===== config.mk =====
export PLATFORM = sky130hd
export DESIGN_NAME = four_way_rr_arbiter
export DESIGN_NICKNAME = d
export VERILOG_FILES = /design/src/rtl/four_way_rr_arbiter_pkg.sv /design/src/rtl/four_way_rr_arbiter_grant_encoder.sv /design/src/rtl/four_way_rr_arbiter.sv
export SDC_FILE = /design/constraint.sdc
export NUM_CORES = 1
export LEC_CHECK = 0
export ABC_AREA = 1
export BUFFER_PORTS_ARGS = -buffer_cell sky130_fd_sc_hd__buf_2
export CORE_UTILIZATION = 54
export DETAILED_ROUTE_END_ITERATION = 7
export PLACE_DENSITY_LB_ADDON = 0.25
export SLEW_MARGIN = 10
export SYNTH_ARGS = -nofsm -noshare
export SYNTH_HDL_FRONTEND = slang
export SYNTH_SLANG_ARGS = --single-unit

===== constraint.sdc =====
create_clock -name clk -period 4.8 [get_ports clk]
set_clock_uncertainty 0.05 [all_clocks]
set_input_delay 0.96 -clock clk [delete_from_list [all_inputs] [get_ports clk]]
set_output_delay 0.96 -clock clk [all_outputs]
set_load 0.02 [all_outputs]

===== src/rtl/four_way_rr_arbiter_pkg.sv =====
// Shared arbiter definitions: requester count, index width, FSM state encoding.
package four_way_rr_arbiter_pkg;

  localparam int NUM_REQ = 4;
  localparam int IDX_W   = 2;
  localparam int CNT_W   = 4;

  typedef enum logic [1:0] {
    ST_IDLE  = 2'd0,
    ST_GRANT = 2'd1,
    ST_GAP   = 2'd2
  } arb_state_e;

endpackage


===== src/rtl/four_way_rr_arbiter_grant_encoder.sv =====
// One-hot to binary grant index for the datapath select lines; zero maps to index 0.
module grant_encoder
  import four_way_rr_arbiter_pkg::*;
(
  input  logic [NUM_REQ-1:0] onehot,
  output logic [IDX_W-1:0]   idx
);

  assign idx = {onehot[2] | onehot[3], onehot[1] | onehot[3]};

endmodule


===== src/rtl/four_way_rr_arbiter.sv =====
// Four-requester round-robin arbiter with hold limit and a one-cycle turnaround gap.
module four_way_rr_arbiter
  import four_way_rr_arbiter_pkg::*;
#(
  parameter int MAX_HOLD = 15  // legal 1..15
) (
  input  logic               clk,
  input  logic               rst_n,
  input  logic [NUM_REQ-1:0] req,
  input  logic               done,
  output logic [NUM_REQ-1:0] grant,
  output logic [IDX_W-1:0]   grant_idx,
  output logic               grant_valid
);

  arb_state_e         state_q, state_d;
  logic [NUM_REQ-1:0] grant_q, grant_d;
  logic [IDX_W-1:0]   ptr_q, ptr_d;
  logic [CNT_W-1:0]   cnt_q, cnt_d;
  logic               rel;

  // First set request scanning ptr, ptr+1, ... ; descending loop lets the
  // smallest offset overwrite the others.
  function automatic logic [NUM_REQ-1:0] rr_pick(input logic [NUM_REQ-1:0] r,
                                                 input logic [IDX_W-1:0]   p);
    logic [IDX_W-1:0] k;
    rr_pick = '0;
    for (int i = NUM_REQ - 1; i >= 0; i--) begin
      k = p + IDX_W'(i);
      if (r[k]) begin
        rr_pick    = '0;
        rr_pick[k] = 1'b1;
      end
    end
  endfunction

  grant_encoder u_enc (
    .onehot (grant_q),
    .idx    (grant_idx)
  );

  always_comb begin
    state_d = state_q;
    grant_d = grant_q;
    ptr_d   = ptr_q;
    cnt_d   = cnt_q;
    rel     = 1'b0;
    unique case (state_q)
      ST_IDLE: begin
        if (|req) begin
          grant_d = rr_pick(req, ptr_q);
          cnt_d   = '0;
          state_d = ST_GRANT;
        end
      end
      ST_GRANT: begin
        // Coincident release causes collapse into one release; ptr moves once.
        rel = done || !req[grant_idx] || (cnt_q == CNT_W'(MAX_HOLD - 1));
        if (rel) begin
          grant_d = '0;
          ptr_d   = grant_idx + 1'b1;
          cnt_d   = '0;
          state_d = ST_GAP;
        end else begin
          cnt_d = cnt_q + 1'b1;
        end
      end
      ST_GAP:  state_d = ST_IDLE;
      default: begin
        state_d = ST_IDLE;
        grant_d = '0;
      end
    endcase
  end

  always_ff @(posedge clk or negedge rst_n) begin
    if (!rst_n) begin
      state_q <= ST_IDLE;
      grant_q <= '0;
      ptr_q   <= '0;
      cnt_q   <= '0;
    end else begin
      state_q <= state_d;
      grant_q <= grant_d;
      ptr_q   <= ptr_d;
      cnt_q   <= cnt_d;
    end
  end

  assign grant       = grant_q;
  assign grant_valid = |grant_q;

endmodule


---- After elaboration in Yosys (flattened, before gate mapping) ----
Index checks and enable logic that the tools add are counted.
Widths: inputs -> output; s select.
word-level totals
  bits in registers ....................... 12
  input port bits ......................... 7
  output and inout port bits .............. 7
operators by class
  add/sub/neg operators ................... 5
  magnitude comparators ................... 9
  eq/ne operators ......................... 5
  mux-type cells .......................... 31
  bitwise gates (word level) .............. 3
  reductions and logical operators ........ 15
operators with widths
  kind                 count
  $mux 4               8
  $lt 2x3->1 const B   5
  $pmux 4 s3           1
  $bmux 1 s2           5
  $mux 1               9
  $demux 1 s2          4
  $ge 2x1->1 const B   4
  $pmux 4 s2           1
  $reduce_or 4->1      2
  $reduce_and 2->1     3
  $add 2x1->2 const B  2
  $add 2x2->2 const B  2
  $add 4x1->4 const B  1
  $eq 4x4->1 const B   1
  $logic_and 1x1->1    4
  $mux 2               2
  $ne 2x2->1 const B   2
  $pmux 2 s2           1
  $reduce_and 3->1     1
  $eq 2x1->1 const B   1
  $eq 2x2->1 const B   1
  $logic_not 2->1      1
  $logic_or 1x1->1     2
  $or 1x1->1           2
  3 further kinds      3

---- Longest topological paths before layout ----
Gate-level depths: netlist of run 1.
  word-level depth ........................ 11
  gate-level depth with buffers ........... 12
  mapped depth without buffers ............ 12

---- Hierarchy ----
From an unflattened synthesis of run 1, not the netlist that was laid out.
second synthesis, totals
  cells, all modules ...................... 147
  area total of the unflattened synthesis .. 1073.5 sq um
modules (own cells, without submodules)
  module               instances  cells an instance  area each (sq um)
  four_way_rr_arbiter  1          142                1054.8
  grant_encoder        1          5                  18.8

---- Worst setup path after synthesis of run 1 ----
OpenSTA, ideal clock, no wires.
  kind .................................... register to output
  start point ............................. register grant_q[3] (netlist: grant[3])
  end point ............................... output port grant_valid
  arrival time ............................ 0.819 ns
  data required time ...................... 3.790 ns
  path slack .............................. 2.971 ns
  stages on the path, launching flop included .. 3
  buffers on the path ..................... 0
  cells stage by stage .................... dfrtp_1 -> nor2_1 -> nand2_1
between the ends
  word-level cells in the longest chain between the ends .. 1
ends and longest elaborated chain
  item                      RTL line                   source
  start: declaration        four_way_rr_arbiter.sv:17  logic [NUM_REQ-1:0] grant_q, grant_d;
  start signal: assignment  four_way_rr_arbiter.sv:84  grant_q <= grant_d;
  $reduce_or 4->1           four_way_rr_arbiter.sv:91  assign grant_valid = |grant_q;
  end: declaration          four_way_rr_arbiter.sv:13  output logic grant_valid
Every way passes these cells.

---- Worst setup path in the final report of run 1 ----
  start point ............................. register grant_q[3] (netlist: grant[3])
  end point ............................... output port grant_idx[1]
between the ends
  word-level cells in the longest chain between the ends .. 1
ends and longest elaborated chain
  item              RTL line                                source
  $or 1x1->1        four_way_rr_arbiter_grant_encoder.sv:9  assign idx = {onehot[2] | onehot[3], onehot[1] | onehot[3]};
  end: declaration  four_way_rr_arbiter.sv:12               output logic [IDX_W-1:0] grant_idx,
Every way passes these cells.

==> results.tsv, run 1 <==
stage	metric	value	unit
global_route	initial antenna violation count	0	
floorplan	Core ar.	1760	um^2
synth	XOR/XNOR Fraction of Synth Area	0.0167	
floorplan	Starting Density	0.594	
pwr	Reg power frac	0.231	
timing	Relative slew margins	0.789	
finish	antenna diode count	0	
clock_network	number of H-tree levels	1	
timing	Slew @ Worst Pin	317	ps
critical_path	CP peak stage delay	430	ps
clock_network	post-cts sizing count	0	
floorplan	I/O pin total	14	
timing	Slew Limit Fails	0	
routing	Final ANT Viol Nets	0	
clock_network	CTS max path bufs	2	
critical_path	Critical R2R Launch	ptr_q[1]	
pwr	clock power share	0.102	
worst_hold_path	hold path start	grant[0]	
clock_network	clock sinks	12	
routing	DRT Pass-1 Iters	4	
critical_path	crit end category	primary output	
synth	area of the mapped netlist	1050	um^2
critical_path	R2R setup slack	2930	ps
placed_design	GPL Wtd Cong	0.897	
critical_path	crit path cell chain	nor2_2 -> inv_1 -> buf_2	
critical_path	Max Fanout on Critical Path	5	
critical_path	reg2reg path depth	12	
pwr	Sw Ratio	0.545	
clock_network	clk root buf	clkbuf_4	
routing	routed via count	1020	
global_route	grt ovf	0	
floorplan	die area	2120	um^2
critical_path	Worst Path Required	3790	ps
critical_path	RR Endpoint	grant[3]	
synth	mux cell area share after synthesis	0	
finish	most frequent cells in the layout	nand2_1, inv_1, nand3_1, buf_2, dfrtp_1	
clock_network	setup bufs post-CTS	0	
critical_path	crit path DAT	1170	ps
synth	syn_area_per_cell	6.80	um^2
global_route	largest net degree at the start of global routing	13	
global_route	GRT Util Overall	0.259	
routing	WL/cell	11.8	um
finish	Core Util, Final	0.669	
synth	largest family of logic cells by synthesized area	simple AND/OR/NAND/NOR gates	
pwr	internal power	357	uW
synth	post-synth cell types	24	
pwr	Net Sw Power	427	uW
pwr	maximum vdd drop	0.321	mV
timing	Final period util	0.455	
floorplan	Die Ht	46.0	um
floorplan	Site Rows	15	
clock_network	TritonCTS clock tree	yes	
routing	final wirelength	2310	um
worst_hold_path	number of cells on the worst hold path	2	
synth	Yosys reg bits	12	
critical_path	type of origin of the critical path	register	
synth	post-synth net total	170	
clock_network	Num CTS Buffers	3	
clock_network	CTS clk-pin slew, worst paths	70	ps
synth	simple-gate share of the synthesized area	0.424	
status	status	finished clean	
synth	post-synthesis compound-gate area fraction	0.0741	
timing	Period minus WS final	2180	ps
placed_design	DP HPWL	1870	um
global_route	number of global-route vias before repair	948	
timing	RSZ-0062 raised after global routing	false	
pwr	pwr/cell area	664	nW/um^2
routing	DRC violations left	0	
global_route	first-pass GRT wire length	3820	um
synth	adder-cell share of the synthesized area	0.108	
finish	Area Overhead vs Synth	12.7	%
worst_hold_path	worst hold-check path type	register to register	
routing	DR vias/cell	5.20	
routing	Starting DRT DRC Count	23	
synth	Syn. warnings	0	
finish	fin nets	188	
placed_design	# port buffers	13	
job	# Max-Cap Violations	0	
clock_network	clk_lat worst skew	270	ps
pwr	logic gate share of total power	0.667	
timing	Hold Fails Final Rpt	0	
pwr	P_leak	0.000692	uW
critical_path	Crit-path slowest cell	dfrtp_1	
timing	endpoints failing setup	0	
synth	Post-Synthesis Cells	154	
finish	layout cell share with drive strength beyond 1	0.211	
finish	most common cell after layout, fill and taps aside	nand2_1	
critical_path	CP Class	register to primary output	
floorplan	horizontal die dimension	46.0	um
timing	setup tns final	0	ps
synth	Seq/Total Area, Yosys	0.287	
timing	Max Fclk	458	MHz
worst_hold_path	WHS Endpoint	grant[0]	
clock_network	# hold bufs at CTS	0	
==> power by group through the flow <==
stage | combinational [uW] | sequential (uW) | clock (uW)
6_report | 523 | 181 | 79.9
5_1_grt | 594 | 187 | 87.7
4_1_cts | 522 | 180 | 82.5
3_5_place_dp | 520 | 182 | 0
3_3_place_gp | 501 | 180 | 0
2_1_floorplan | 391 | 185 | 0
==> worst max-delay path, delay by kind of cell (launching register included) <==
kind | cells | cell delay, ps
buffers and inverters | 2 | 270
and+or+nand+nor | 1 | 200
DFF | 1 | 430
==> state kept, by name (all words and copies together) (netlist names) <==
name,count
grant,4
state_q,2
cnt_q,4
ptr_q,2
==> logic make-up after synthesis <==
kind of cell | count (synthesis)
buffers and inverters | 25
adders and majority gates | 9
xor gates and xnor gates | 2
and+or+nand+nor | 93
DFF | 12
AOI/OAI and AO/OA | 13
==> worst max-delay path by stage <==
stage,startpoint,to,cells after the start
after detailed placement,req[2],grant[3],13
after global placement,req[2],grant[3],13
after global routing,grant[3],grant_idx[1],3
after floorplan,grant[3],grant_valid,2
final,grant[3],grant_idx[1],3
after CTS,grant[3],grant_idx[1],3
==> cells in the mapped netlist (all sizes together) <==
| master | n | area [um^2] |
|---|---|---|
| a21oi | 3 | 18.8 |
| clkinv | 2 | 8.75 |
| dfrtp | 12 | 300 |
| ha | 9 | 113 |
| inv | 23 | 86.3 |
| nand2 | 60 | 240 |
| nand3 | 23 | 148 |
| nand4 | 2 | 18.8 |
| nor2 | 7 | 28.8 |
| o21ai | 8 | 43.8 |
| o31ai | 2 | 15.0 |
| or2 | 1 | 8.76 |
| xnor2 | 1 | 8.76 |
| xor2 | 1 | 8.76 |
==> layout make-up <==
| class | count | area (um^2) |
|---|---|---|
| inverters | 25 | 95.1 |
| repair buffers | 13 | 65.1 |
| well taps | 25 | 31.3 |
| clock buffers | 4 | 36.3 |
| fillers | 173 | 584 |
| multi-input cells | 117 | 652 |
| flip-flops and latches | 12 | 300 |
==> metrics by stage <==
step | instance area [um^2] | std cells | hold slack (ps) | worst slack (ps) | power [uW]
2_1_floorplan | 1050 | 154 | 471 | 2970 | 576
3_3_place_gp | 1140 | 192 | 427 | 2810 | 681
3_5_place_dp | 1140 | 192 | 441 | 2780 | 702
4_1_cts | 1180 | 196 | 459 | 2600 | 784
5_1_grt | 1180 | 196 | 486 | 2540 | 869
6_report | 1180 | 196 | 452 | 2620 | 783
==> layer usage <==
layer	routed length (um)	global-route usage	vias up
met4	36	0.147	0
li1	-	-	519
met3	95	0.0397	4
met1	941	0.262	469
met2	1240	0.490	28
met5	0	0	-
Power figures use the tool's default switching activity.
==> run 2, diff against run 1 <==
clock period = 2.2 ns   (was 4.8 ns; I/O delays follow)
==> results.tsv, run 2 (synthesis results as in run 1) <==
stage	metric	value	unit	change
finish	most common cell after layout, fill and taps aside	nand2_1		
routing	DRC violations left	0		unchanged
finish	most frequent cells in the layout	nand2_1, inv_1, nand3_1, buf_2, dfrtp_1		
timing	setup tns final	0	ps	unchanged
floorplan	Core ar.	1760	um^2	unchanged
critical_path	Worst Path Required	2320	ps	-1470 ps
critical_path	CP bufs+invs	3		+1
job	# Max-Cap Violations	0		unchanged
pwr	P_leak	0.000696	uW	+0.60%
global_route	number of global-route vias before repair	859		-9.4%
timing	Max Fclk	528	MHz	
routing	Starting DRT DRC Count	19		-17%
routing	WL/cell	11.2	um	-4.7%
clock_network	Num CTS Buffers	3		unchanged
critical_path	crit end category	register		
timing	Relative slew margins	0.807		+0.0178
clock_network	TritonCTS clock tree	yes		
routing	DR vias/cell	5.00		-3.9%
global_route	largest net degree at the start of global routing	13		unchanged
critical_path	crit path cell chain	inv_1 -> ha_1 -> inv_1 -> nand3_1 -> nand2_2 -> nand2_1 -> clkinv_1 -> nand2_1 -> nand2_1 -> nand2_1 -> nand2_1 -> nand2_1		
critical_path	Max Fanout on Critical Path	7		+2
finish	antenna diode count	0		unchanged
routing	routed via count	985		-3.4%
timing	endpoints failing setup	0		unchanged
clock_network	setup bufs post-CTS	0		unchanged
clock_network	clk_lat worst skew	280	ps	about the same
critical_path	critical path's top delay family	simple AND/OR/NAND/NOR gates		
critical_path	crit path DAT	2010	ps	+840 ps
timing	Slew Limit Fails	0		unchanged
global_route	GRT Util Overall	0.246		-0.0130
global_route	grt ovf	0		unchanged
timing	Slew @ Worst Pin	290	ps	-26.7 ps
critical_path	Worst path most repeated cell	nand2_1		
placed_design	# port buffers	13		unchanged
clock_network	post-cts sizing count	0		unchanged
floorplan	die area	2120	um^2	unchanged
critical_path	Crit-path slowest cell	dfrtp_1		
floorplan	Starting Density	0.594		unchanged
timing	RSZ-0062 raised after global routing	false		
clock_network	number of H-tree levels	1		unchanged
clock_network	CTS clk-pin slew, worst paths	80	ps	about the same
global_route	initial antenna violation count	0		unchanged
timing	Hold Fails Final Rpt	0		unchanged
floorplan	Die Ht	46.0	um	unchanged
timing	Period minus WS final	1890	ps	
clock_network	clk root buf	clkbuf_4		
clock_network	CTS max path bufs	2		unchanged
critical_path	CP peak stage delay	490	ps	+60 ps
routing	DRT Pass-1 Iters	4		unchanged
critical_path	CP Class	register to register		
finish	layout cell share with drive strength beyond 1	0.209		-0.00122
global_route	first-pass GRT wire length	3640	um	-4.7%
pwr	maximum vdd drop	0.816	mV	+150%
routing	Final ANT Viol Nets	0		unchanged
worst_hold_path	worst hold-check path type	register to register		
status	status	finished clean		
critical_path	type of origin of the critical path	register		
floorplan	Site Rows	15		unchanged
placed_design	DP HPWL	1770	um	-5.8%
clock_network	# hold bufs at CTS	1		+1
finish	Area Overhead vs Synth	13.6	%	
timing	final worst slack	307	ps	-2310 ps
timing	Final period util	0.861		
placed_design	GPL Wtd Cong	0.880		-1.9%
placed_design	Setup Slack @ Placement	375	ps	-2400 ps
pwr	pwr/cell area	1420	nW/um^2	+110%
floorplan	I/O pin total	14		unchanged
floorplan	horizontal die dimension	46.0	um	unchanged
finish	fin nets	189		+0.53%
routing	final wirelength	2220	um	-4.2%
clock_network	clock sinks	12		unchanged
-- run 2: worst paths after layout --
path                            depth (start not counted)  startpoint  slack [ps]  endpoint
worst max-delay path                                   12    ptr_q[1]         310  grant[3]
worst min-delay path                                    2    grant[0]         470  grant[0]
worst max register to register                         12    ptr_q[1]         310  grant[3]
worst min register to register                          2    grant[0]         470  grant[0]
max in group asynchronous                               2       rst_n        1350  cnt_q[1]
min in group asynchronous                               2       rst_n         520  ptr_q[1]
-- run 2: worst register-to-register path, stage by stage (launching register included) --
cell      delay [ps]
dfrtp_1          490
inv_1            210
ha_1             350
inv_1             80
nand3_1           90
nand2_2          130
nand2_1           80
clkinv_1          40
nand2_1           40
nand2_1           50
nand2_1           50
nand2_1           60
nand2_1           60
-- run 2: layout make-up --
cell class | count | area [um^2]
Multi-Input combinational cell | 117 | 652
Fill cell | 174 | 574
Sequential cell | 12 | 300
Inverter | 25 | 95.1
Timing Repair Buffer | 14 | 75.1
Clock buffer | 4 | 36.3
Tap cell | 25 | 31.3
-- run 2: per-stage QoR --
step	instances	hold slack, ps	power (uW)	util	area (um^2)
2_1_floorplan	154	94.4	1260	-	1050
3_3_place_gp	192	283	1480	0.648	1140
3_5_place_dp	192	288	1510	0.648	1140
4_1_cts	197	470	1700	0.674	1190
5_1_grt	197	515	1880	0.674	1190
6_report	197	466	1690	0.674	1190
-- run 2: routing by layer --
layer | vias up | wire (um) | share of wire | track usage
li1 | 521 | - | - | -
met1 | 438 | 1010 | 0.46 | 0.291
met2 | 23 | 1120 | 0.50 | 0.434
met3 | 3 | 64 | 0.029 | 0.0357
met4 | 0 | 23 | 0.010 | 0.106
met5 | - | 0 | 0 | 0
-- run 2: report_power, final --
group | switching [uW] | total [uW] | internal (uW)
Clock | 77.5 | 178 | 101
Sequential | 90.6 | 388 | 298
Combinational | 749 | 1130 | 379
